===== src/rtl/alu_seq_pkg.sv =====
// ---------------------------------------------------------------------------
// alu_seq_pkg
// Shared definitions for the ALU job sequencer.
//   - ALU op codes (add/sub/mul/div)
//   - Sequencer FSM state encoding
//   - word_count(): number of operand words an op pushes onto the ALU inbus
//   - sign_ext():   widen an 8-bit add/sub result to the 16-bit response
// ---------------------------------------------------------------------------
package alu_seq_pkg;

    localparam int ALU_W = 8;

    localparam logic [1:0] OP_ADD = 2'b00;
    localparam logic [1:0] OP_SUB = 2'b01;
    localparam logic [1:0] OP_MUL = 2'b10;
    localparam logic [1:0] OP_DIV = 2'b11;

    typedef logic [2:0] state_t;

    localparam state_t ST_IDLE  = 3'd0;
    localparam state_t ST_START = 3'd1;
    localparam state_t ST_LOAD  = 3'd2;
    localparam state_t ST_WAIT  = 3'd3;
    localparam state_t ST_ABORT = 3'd4;
    localparam state_t ST_RESP  = 3'd5;

    // Divide carries a 16-bit dividend, so it needs one extra operand word.
    function automatic logic [1:0] word_count(input logic [1:0] op);
        return (op == OP_DIV) ? 2'd3 : 2'd2;
    endfunction

    function automatic logic [2*ALU_W-1:0] sign_ext(input logic [ALU_W-1:0] v);
        return {{ALU_W{v[ALU_W-1]}}, v};
    endfunction

endpackage


===== src/rtl/rr_arbiter_2.sv =====
// ---------------------------------------------------------------------------
// rr_arbiter_2
// Two-way round-robin arbiter. Grant is combinational and only issued while
// enable is high; when both requesters are active the one that was not
// granted last wins.
// Ports:
//   clk        clock, rising edge
//   reset      asynchronous active-low reset (last_grant resets to 1)
//   req[1:0]   request vector
//   enable     arbitration allowed this cycle
//   grant[1:0] one-hot grant (zero when nothing granted)
//   last_grant index of the most recent grant
// ---------------------------------------------------------------------------
module rr_arbiter_2 (
    input  logic       clk,
    input  logic       reset,
    input  logic [1:0] req,
    input  logic       enable,
    output logic [1:0] grant,
    output logic       last_grant
);

    logic r_last;

    always_comb begin
        grant = 2'b00;
        if (enable) begin
            if (req == 2'b11) begin
                grant = r_last ? 2'b01 : 2'b10;
            end else begin
                grant = req;
            end
        end
    end

    always_ff @(posedge clk or negedge reset) begin
        if (!reset) begin
            r_last <= 1'b1;
        end else if (grant[0]) begin
            r_last <= 1'b0;
        end else if (grant[1]) begin
            r_last <= 1'b1;
        end
    end

    assign last_grant = r_last;

endmodule


===== src/rtl/alu_job_sequencer.sv =====
// ---------------------------------------------------------------------------
// alu_job_sequencer
// Two-requester front end for the multi-cycle 8-bit ALU. Arbitrates between
// two job ports, runs the ALU handshake (BEGIN, operand words, wait for END,
// capture result words), returns a tagged 2*DATA_W response on a valid/ready
// port, and recovers a hung ALU with a timeout plus ALU reset pulse.
// Ports:
//   clk, reset               clock; asynchronous active-low reset
//   req{0,1}_valid/ready     job handshake (ready is combinational, 1 cycle)
//   req{0,1}_op/x/y          op code, first operand (div: 16-bit dividend), y
//   rsp_valid/ready          response handshake
//   rsp_id/data/timeout      requester index, result, aborted flag
//   alu_reset/begin/op_code  ALU control
//   alu_inbus/outbus/end     ALU data buses and completion strobe
//   busy                     sequencer not idle
// ---------------------------------------------------------------------------
module alu_job_sequencer
    import alu_seq_pkg::*;
#(
    parameter int TIMEOUT_CYCLES = 64,
    parameter int DATA_W         = 8
) (
    input  logic                  clk,
    input  logic                  reset,
    input  logic                  req0_valid,
    output logic                  req0_ready,
    input  logic [1:0]            req0_op,
    input  logic [2*DATA_W-1:0]   req0_x,
    input  logic [DATA_W-1:0]     req0_y,
    input  logic                  req1_valid,
    output logic                  req1_ready,
    input  logic [1:0]            req1_op,
    input  logic [2*DATA_W-1:0]   req1_x,
    input  logic [DATA_W-1:0]     req1_y,
    output logic                  rsp_valid,
    input  logic                  rsp_ready,
    output logic                  rsp_id,
    output logic [2*DATA_W-1:0]   rsp_data,
    output logic                  rsp_timeout,
    output logic                  alu_reset,
    output logic                  alu_begin,
    output logic [1:0]            alu_op_code,
    output logic [DATA_W-1:0]     alu_inbus,
    input  logic [DATA_W-1:0]     alu_outbus,
    input  logic                  alu_end,
    output logic                  busy
);

    localparam logic [7:0] TMO_LAST = 8'(TIMEOUT_CYCLES - 1);

    state_t                r_state;
    state_t                w_state_next;
    logic [1:0]            r_op;
    logic [2*DATA_W-1:0]   r_x;
    logic [DATA_W-1:0]     r_y;
    logic [1:0]            r_wcnt;
    logic [7:0]            r_tcnt;
    logic [DATA_W-1:0]     r_prev;
    logic [2*DATA_W-1:0]   r_rsp_data;
    logic                  r_rsp_timeout;
    logic                  r_alu_rst_hold;

    logic [1:0]            w_grant;
    logic                  w_grant_any;
    logic                  w_last_grant;
    logic                  w_arb_enable;
    logic [1:0]            w_sel_op;
    logic [2*DATA_W-1:0]   w_sel_x;
    logic [DATA_W-1:0]     w_sel_y;
    logic [1:0]            w_word_idx;
    logic [DATA_W-1:0]     w_word;
    logic                  w_last_word;
    logic [2*DATA_W-1:0]   w_result;

    // -----------------------------------------------------------------------
    // Arbitration. No grant while busy, and none while the ALU is still held
    // in reset right after release, so the first BEGIN always reaches a live
    // ALU.
    // -----------------------------------------------------------------------
    assign w_arb_enable = (r_state == ST_IDLE) && !r_alu_rst_hold;

    rr_arbiter_2 u_arb (
        .clk        (clk),
        .reset      (reset),
        .req        ({req1_valid, req0_valid}),
        .enable     (w_arb_enable),
        .grant      (w_grant),
        .last_grant (w_last_grant)
    );

    assign w_grant_any = |w_grant;
    assign req0_ready  = w_grant[0];
    assign req1_ready  = w_grant[1];

    assign w_sel_op = w_grant[1] ? req1_op : req0_op;
    assign w_sel_x  = w_grant[1] ? req1_x  : req0_x;
    assign w_sel_y  = w_grant[1] ? req1_y  : req0_y;

    // -----------------------------------------------------------------------
    // Operand word selection. Non-div ops skip the high dividend byte by
    // starting one slot later in the x_hi, x_lo, y sequence.
    // -----------------------------------------------------------------------
    always_comb begin
        w_word_idx = (r_op == OP_DIV) ? r_wcnt : r_wcnt + 2'd1;
        case (w_word_idx)
            2'd0:    w_word = r_x[2*DATA_W-1:DATA_W];
            2'd1:    w_word = r_x[DATA_W-1:0];
            default: w_word = r_y;
        endcase
    end

    assign w_last_word = (r_wcnt == (word_count(r_op) - 2'd1));

    // Add/sub return one signed word; mul/div return the word seen the cycle
    // before END as the high half.
    assign w_result = ((r_op == OP_ADD) || (r_op == OP_SUB))
                    ? {{DATA_W{alu_outbus[DATA_W-1]}}, alu_outbus}
                    : {r_prev, alu_outbus};

    // -----------------------------------------------------------------------
    // Next-state logic
    // -----------------------------------------------------------------------
    always_comb begin
        w_state_next = r_state;
        case (r_state)
            ST_IDLE: begin
                if (w_grant_any) begin
                    w_state_next = ST_START;
                end
            end
            ST_START: begin
                // END before the operands are in is a protocol error.
                w_state_next = alu_end ? ST_ABORT : ST_LOAD;
            end
            ST_LOAD: begin
                if (alu_end) begin
                    w_state_next = ST_ABORT;
                end else if (w_last_word) begin
                    w_state_next = ST_WAIT;
                end
            end
            ST_WAIT: begin
                if (alu_end) begin
                    w_state_next = ST_RESP;
                end else if (r_tcnt == TMO_LAST) begin
                    w_state_next = ST_ABORT;
                end
            end
            ST_ABORT: begin
                w_state_next = ST_RESP;
            end
            ST_RESP: begin
                if (rsp_ready) begin
                    w_state_next = ST_IDLE;
                end
            end
            default: begin
                w_state_next = ST_IDLE;
            end
        endcase
    end

    // -----------------------------------------------------------------------
    // State and datapath registers
    // -----------------------------------------------------------------------
    always_ff @(posedge clk or negedge reset) begin
        if (!reset) begin
            r_state        <= ST_IDLE;
            r_op           <= '0;
            r_x            <= '0;
            r_y            <= '0;
            r_wcnt         <= '0;
            r_tcnt         <= '0;
            r_prev         <= '0;
            r_rsp_data     <= '0;
            r_rsp_timeout  <= 1'b0;
            r_alu_rst_hold <= 1'b1;
        end else begin
            r_state        <= w_state_next;
            r_alu_rst_hold <= 1'b0;
            case (r_state)
                ST_IDLE: begin
                    if (w_grant_any) begin
                        r_op          <= w_sel_op;
                        r_x           <= w_sel_x;
                        r_y           <= w_sel_y;
                        r_rsp_data    <= '0;
                        r_rsp_timeout <= 1'b0;
                    end
                end
                ST_START: begin
                    r_wcnt <= '0;
                end
                ST_LOAD: begin
                    r_wcnt <= r_wcnt + 2'd1;
                    // Leaves the timeout counter at zero on entry to WAIT.
                    r_tcnt <= '0;
                end
                ST_WAIT: begin
                    r_prev <= alu_outbus;
                    r_tcnt <= r_tcnt + 8'd1;
                    if (alu_end) begin
                        r_rsp_data <= w_result;
                    end
                end
                default: begin
                end
            endcase
            if (w_state_next == ST_ABORT) begin
                r_rsp_timeout <= 1'b1;
                r_rsp_data    <= '0;
            end
        end
    end

    // -----------------------------------------------------------------------
    // Outputs
    // -----------------------------------------------------------------------
    assign busy        = (r_state != ST_IDLE);
    assign alu_begin   = (r_state == ST_START);
    assign alu_op_code = ((r_state == ST_START) || (r_state == ST_LOAD) ||
                          (r_state == ST_WAIT)) ? r_op : 2'b00;
    assign alu_inbus   = (r_state == ST_LOAD) ? w_word : '0;
    // Held high through reset and the first cycle after release, plus the
    // single ABORT cycle.
    assign alu_reset   = r_alu_rst_hold || (r_state == ST_ABORT);

    assign rsp_valid   = (r_state == ST_RESP);
    assign rsp_data    = r_rsp_data;
    assign rsp_timeout = r_rsp_timeout;
    // The arbiter's last_grant is the id of the job in flight, since no new
    // grant happens until the sequencer is idle again.
    assign rsp_id      = (r_state == ST_RESP) ? w_last_grant : 1'b0;

endmodule

===== config.mk =====
export PLATFORM = sky130hd
export DESIGN_NAME = alu_job_sequencer
export DESIGN_NICKNAME = d
export VERILOG_FILES = /design/src/rtl/alu_seq_pkg.sv /design/src/rtl/rr_arbiter_2.sv /design/src/rtl/alu_job_sequencer.sv
export SDC_FILE = /design/constraint.sdc
export NUM_CORES = 1
export LEC_CHECK = 0
export BUFFER_PORTS_ARGS = -buffer_cell sky130_fd_sc_hd__buf_4
export CORE_MARGIN = 2
export CORE_UTILIZATION = 38
export CTS_CLUSTER_SIZE = 8
export DETAILED_ROUTE_END_ITERATION = 8
export SETUP_SLACK_MARGIN = 0.3
export SLEW_MARGIN = 20
export SYNTH_ARGS = -nofsm -noshare
export SYNTH_HDL_FRONTEND = slang
export SYNTH_SLANG_ARGS = --single-unit
export TNS_END_PERCENT = 20

===== constraint.sdc =====
create_clock -name clk -period 3.75 [get_ports clk]
set_input_delay 0.1875 -clock clk [delete_from_list [all_inputs] [get_ports clk]]
set_output_delay 0.1875 -clock clk [all_outputs]
set_load 0.1 [all_outputs]

==> results.cfg, run 1 <==
[status]
status = completed

[global_routing]
grt_max_degree = 67
grt_util_all_layers_pct = 19.3
overflow = 0
grt_pass1_vias = 2862
antenna_found_initial = 0
grt_pass1_wl_um = 14700

[synthesis]
yosys_warnings = 0
ys_seq_elements = 66
synth_area_mm2 = 0.00329
netlist.top_cell.by_area = dfrtp_1
netlist_instances = 349
postSynthNetCount = 416
async_flop_share_pct = 100
synth.top_cell.area_share_pct = 48.7
synth_area_leaders = dfrtp_1 49%, nor2_1 7.0%, o22ai_1 5.1%
synth_flop_cell = dfrtp_1
synth_cell_type_count = 49
ys_seq_area_share_pct = 50.3
synth_edf_count = 0
avgSynthCellArea_um2 = 9.43

[sta]
fmax_ghz = 0.348
min_period_ns = 2.87
rsz0062_at_grt = false
fin_crit_sh_pct = 76.5
fin_ws_ns = 0.880
setup_viol = 0
hold_slack_ns = 0.0378
setup_tns_ns = 0
tightestPinTransition_ns = 1.03
relSlewSlack_pct = 31.1
finalHoldViolCount = 0
finClkSkew_ns = 0.00892
finalMaxSlewViolations = 0

[clocking]
post_cts_buffers = 0
cts_num_sinks = 66
cts_buffer_depth = 2
path_clk_slew_ns = 0.07
htreeDepth = 3
cts_root_buf = clkbuf_8
cts_tree = done
numCtsBuffers = 9
clkLatencyLatePin_ns = 0.34

[pwr]
power_frac_clock_pct = 15.7
power_mw = 3.77
vdd_ir_drop_max_mv = 0.320
p_leak_nw = 1.98
seqPwrFrac_pct = 34.4
p_comb_share_pct = 49.8
p_int_mw = 1.85
switchingPower_mw = 1.92
p_sw_share_pct = 50.9
power_density_mw_per_mm2 = 881

[floorplan]
io_pins = 100
rows = 33
fp.dieW_um = 97.1
initial_core_util_pct = 39.7
floorplan.die_area_mm2 = 0.00942
coreArea_mm2 = 0.00830
die_h_um = 97.1

[layout]
syn2layout_area_growth_pct = 29.9
num-nets-final = 506
seq_area_mm2 = 0.00165
multi_input_area_mm2 = 0.00151
fillCellCount = 775
num_antenna_cells = 0
drive_above_1_share_pct = 30.5
final_area_mm2 = 0.00428
final_cells = 548
fin_util_pct = 51.5

[worst_hold_path]
min_path_type = in2reg

[routing]
wl_per_cell_um = 16.3
routed_wl_um = 8940
num_vias = 2913
drcViolationCount = 0
via_per_inst = 5.32
ant_nets = 0
drtIter0Drc = 176
first_pass_iters = 4

[placed_design]
gp_congestion = 0.888
dp_cells = 532
port-buffer-count = 99
dp_hpwl_um = 6260
placed_cell_area_mm2 = 0.00407
dp_slack_ns = 1.25

[critical_path]
critPathMaxFanout = 20
arrival_ns = 2.68
end_kind = primary output
cp-start-kind = register
critPathRequiredTime_ns = 3.56
critical_path_class = reg2out

[job]
cap_violations = 0
final timing paths:
| kind | start | slack (ns) | cells after the start | end |
|---|---|---|---|---|
| max in group asynchronous | reset | 2.72 | 2 | r_x[13] |
| min | req0_valid | 0.04 | 2 | u_arb.last_grant |
| max reg2reg | r_state[0] | 1.25 | 4 | r_x[11] |
| min in group asynchronous | reset | 0.49 | 2 | r_tcnt[3] |
| max | r_state[2] | 0.88 | 5 | alu_inbus[7] |
| min reg2reg | rsp_data[13] | 0.50 | 1 | rsp_data[13] |
metal layers:
| layer | global-route usage, % | up-vias | part of all wire [%] |
|---|---|---|---|
| met3 | 3.38 | 8 | 4.4 |
| met5 | 0 | - | 0 |
| li1 | - | 1443 | - |
| met2 | 28.2 | 79 | 47 |
| met4 | 7.58 | 0 | 1.2 |
| met1 | 28.5 | 1383 | 47 |
worst max-delay path, cell delays in order (launching register included):
cell and delay, ns:
dfrtp_1 0.58, or3b_1 0.60, nor4_2 0.60, a32oi_1 0.10
nand2_1 0.15, buf_4 0.30
synth_stat cells, types with 2 or more instances:
master and count:
nor2_1 61, nand3_2 2, dfstp_2 2, nand2_1 39, nand3_1 2, a32oi_1 8
a21oi_1 25, or4_1 2, buf_2 5, nor4_1 2, clkbuf_1 11, inv_1 5
nor3_1 4, mux2i_1 4, or3_1 3, buf_4 3, mux2_2 9, nor4_2 2
nor2b_1 3, a311o_1 8, nand2b_1 3, o2bb2ai_1 8, o22ai_1 27, o21ai_0 11
nor3b_1 2, a22o_1 10, buf_1 2, xor2_1 2, dfrtp_1 64
layout make-up:
type                    instances  share of cell area (%)
clock buffers                  11                    3.31
flip-flops and latches         66                    38.7
inverters                       6                   0.527
multi-input cells             254                    35.2
repair buffers                102                    18.0
well taps                     105                    3.07
clock inverters                 4                    1.23
cells in the final DEF, fill, tap and decap left out, types with 2 or more instances in the layout:
master and count:
buf_4 101, nand3_2 2, nand3_1 2, xor2_1 2, nand2_1 39, o21ai_0 11
nor2b_1 3, nor2_1 61, o2bb2ai_1 8, nand2b_1 3, or3_1 3, a22o_1 10
dfrtp_1 64, mux2_2 9, nor3b_1 2, mux2i_1 4, clkinvlp_4 3, a32oi_1 8
a21oi_1 25, o22ai_1 27, dfstp_2 2, inv_1 5, a311o_1 8, nor3_1 4
clkbuf_8 10, or4_1 2, nor4_1 2, nor4_2 2
flip-flops by register name, indices dropped and copies added, names as in the netlist:
register          count
r_alu_rst_hold        1
r_op                  2
r_prev                8
r_state               3
r_tcnt                8
r_wcnt                2
r_x                  16
r_y                   8
rsp_data             16
rsp_timeout           1
u_arb.last_grant      1
logic make-up after synthesis:
family                   share of synthesized area (%)
AO/OA/AOI/OAI                                     21.9
XOR/XNOR                                         0.532
adder cells (fa/ha/maj)                          0.380
buffers and inverters                             4.11
flip-flops                                        50.3
multiplexers                                      4.30
other                                            0.114
AND/OR/NAND/NOR                                   18.4
power groups by stage:
stage | combinational [mW] | clock (mW) | sequential [mW]
4_1_cts | 1.89 | 0.609 | 1.29
3_3_place_gp | 1.86 | 0 | 1.30
6_report | 1.88 | 0.593 | 1.30
2_1_floorplan | 1.26 | 0 | 1.47
5_1_grt | 2.01 | 0.646 | 1.34
3_5_place_dp | 1.88 | 0 | 1.30
what timing repair did:
| item | in CTS | in global routing |
|---|---|---|
| resized for setup | 0 | 0 |
| hold buffers | 1 | 0 |
| hold endpoints to repair | 64 | 0 |
(Power assumes the default switching activity.)
==> run 2: changes to the inputs <==
==> constraint.sdc (replaced) <==
create_clock -name clk -period 2.9 [get_ports clk]
set_input_delay 0.145 -clock clk [delete_from_list [all_inputs] [get_ports clk]]
set_output_delay 0.145 -clock clk [all_outputs]
set_load 0.1 [all_outputs]
==> results.cfg, run 2 (same netlist as run 1, synthesis figures left out) <==
[status]
status = completed

[clocking]
path_clk_slew_ns = 0.08
cts_tree = done
htreeDepth = 3
cts_buffer_depth = 2
clkLatencyLatePin_ns = 0.34
numCtsBuffers = 9
cts_root_buf = clkbuf_8
cts_num_sinks = 66

[layout]
num_antenna_cells = 0
final_cells = 560
final_cell_mix = 110 x buf_4, 64 x dfrtp_1, 60 x nor2_1
final_area_mm2 = 0.00440
drive_above_1_share_pct = 32.1
final_common_cell = buf_4
syn2layout_area_growth_pct = 33.6
num-nets-final = 517

[global_routing]
grt_pass1_wl_um = 14500
grt_max_degree = 67
antenna_found_initial = 0
grt_pass1_vias = 2828
grt_util_all_layers_pct = 19.1
overflow = 0

[critical_path]
critPathMaxFanout = 11
cp_cell_sequence = buf_4, nor4_2, nand3_2, inv_1, buf_4
critPathMaxStageDelay_ns = 0.54
slowest_stage = nor4_2
critPathRequiredTime_ns = 2.76
critical_path_class = reg2out
rrSetupSlack_ns = 0.70
cp_top_family = simple AND/OR/NAND/NOR gates
crit_top_cell = buf_4
arrival_ns = 2.40
end_kind = primary output
r2r-start = r_state[2]
rr_endpoint = r_x[1]
critPathBufInv = 3
cp-start-kind = register
rr_worst_depth = 6

[pwr]
power_density_mw_per_mm2 = 1140
vdd_ir_drop_max_mv = 0.446
p_leak_nw = 2.05

[floorplan]
fp.dieW_um = 97.1
rows = 33
die_h_um = 97.1
coreArea_mm2 = 0.00830
initial_core_util_pct = 39.7
floorplan.die_area_mm2 = 0.00942
io_pins = 100

[routing]
routed_wl_um = 8880
num_vias = 2992
ant_nets = 0
drtIter0Drc = 236
first_pass_iters = 4
drcViolationCount = 0
wl_per_cell_um = 15.9
via_per_inst = 5.34

[placed_design]
port-buffer-count = 99
dp_cells = 540
dp_hpwl_um = 6280
gp_congestion = 0.900
placed_cell_area_mm2 = 0.00413

[sta]
fin_crit_sh_pct = 87.7
setup_viol = 0
hold_slack_ns = 0.0310
finalMaxSlewViolations = 0
finClkSkew_ns = 0.00899
fmax_ghz = 0.393
relSlewSlack_pct = 44.2
rsz0062_at_grt = true
finalHoldViolCount = 0
min_period_ns = 2.54
tightestPinTransition_ns = 0.838

[job]
cap_violations = 0

[worst_hold_path]
min_path_type = in2reg
hold_end = r_x[2]
hp-start = req1_x[2]
hold_depth = 3
[run 2: layout make-up]
class | count | area, µm²
fill | 779 | 3900
sequential | 66 | 1650
multi-input combinational | 254 | 1520
tap | 105 | 131
inverter | 6 | 22.5
timing repair buffer | 113 | 856
clock inverter | 6 | 90.1
clock buffer | 10 | 128
[run 2: repair_timing]
item,in CTS,in global routing
setup buffers,0,1
setup endpoints to repair,8,10
resized for setup,2,1
pin swaps,0,1
hold endpoints to repair,66,0
hold buffers,3,0
[run 2: metrics by stage]
step / setup slack (ns) / util (%) / TNS (ns) / power (mW)
after floorplan: -0.281 / - / -0.581 / 3.54
after global placement: 0.589 / 49.7 / 0 / 4.13
after detailed placement: 0.565 / 49.7 / 0 / 4.16
after CTS: 0.315 / 52.9 / 0 / 5.05
after global routing: 0.189 / 53.0 / 0 / 5.32
final: 0.357 / 53.0 / 0 / 5.02
[run 2: power by group]
group          switching, mW  internal (mW)  leakage, nW
clock network          0.371          0.487        0.107
registers              0.328           1.27        0.808
logic                   1.81          0.757         1.14
[run 2: how the worst max path moves through the flow]
stage / startpoint / to / slack (ns) / cells past startpoint
floorplan: r_state[0] / alu_op_code[0] / -0.28 / 3
global placement: r_state[0] / alu_inbus[7] / 0.59 / 5
detailed placement: r_state[0] / alu_inbus[7] / 0.57 / 5
CTS: r_state[0] / alu_inbus[7] / 0.32 / 5
global route: r_state[2] / req0_ready / 0.19 / 5
finish: r_state[2] / req0_ready / 0.36 / 5
[run 2: layer usage]
metal  GRT usage, %  share of wire, %
met1           28.1                47
met2           27.1                46
met3           3.53               5.0
met4           8.67               2.2
met5              0                 0
[run 2: worst register-to-register path: cells and delay by family, from the launching register on]
family,cells,cell delay (ns)
compound gates,1,0.15
flops,1,0.48
buf+inv,2,0.51
simple gates,3,0.95
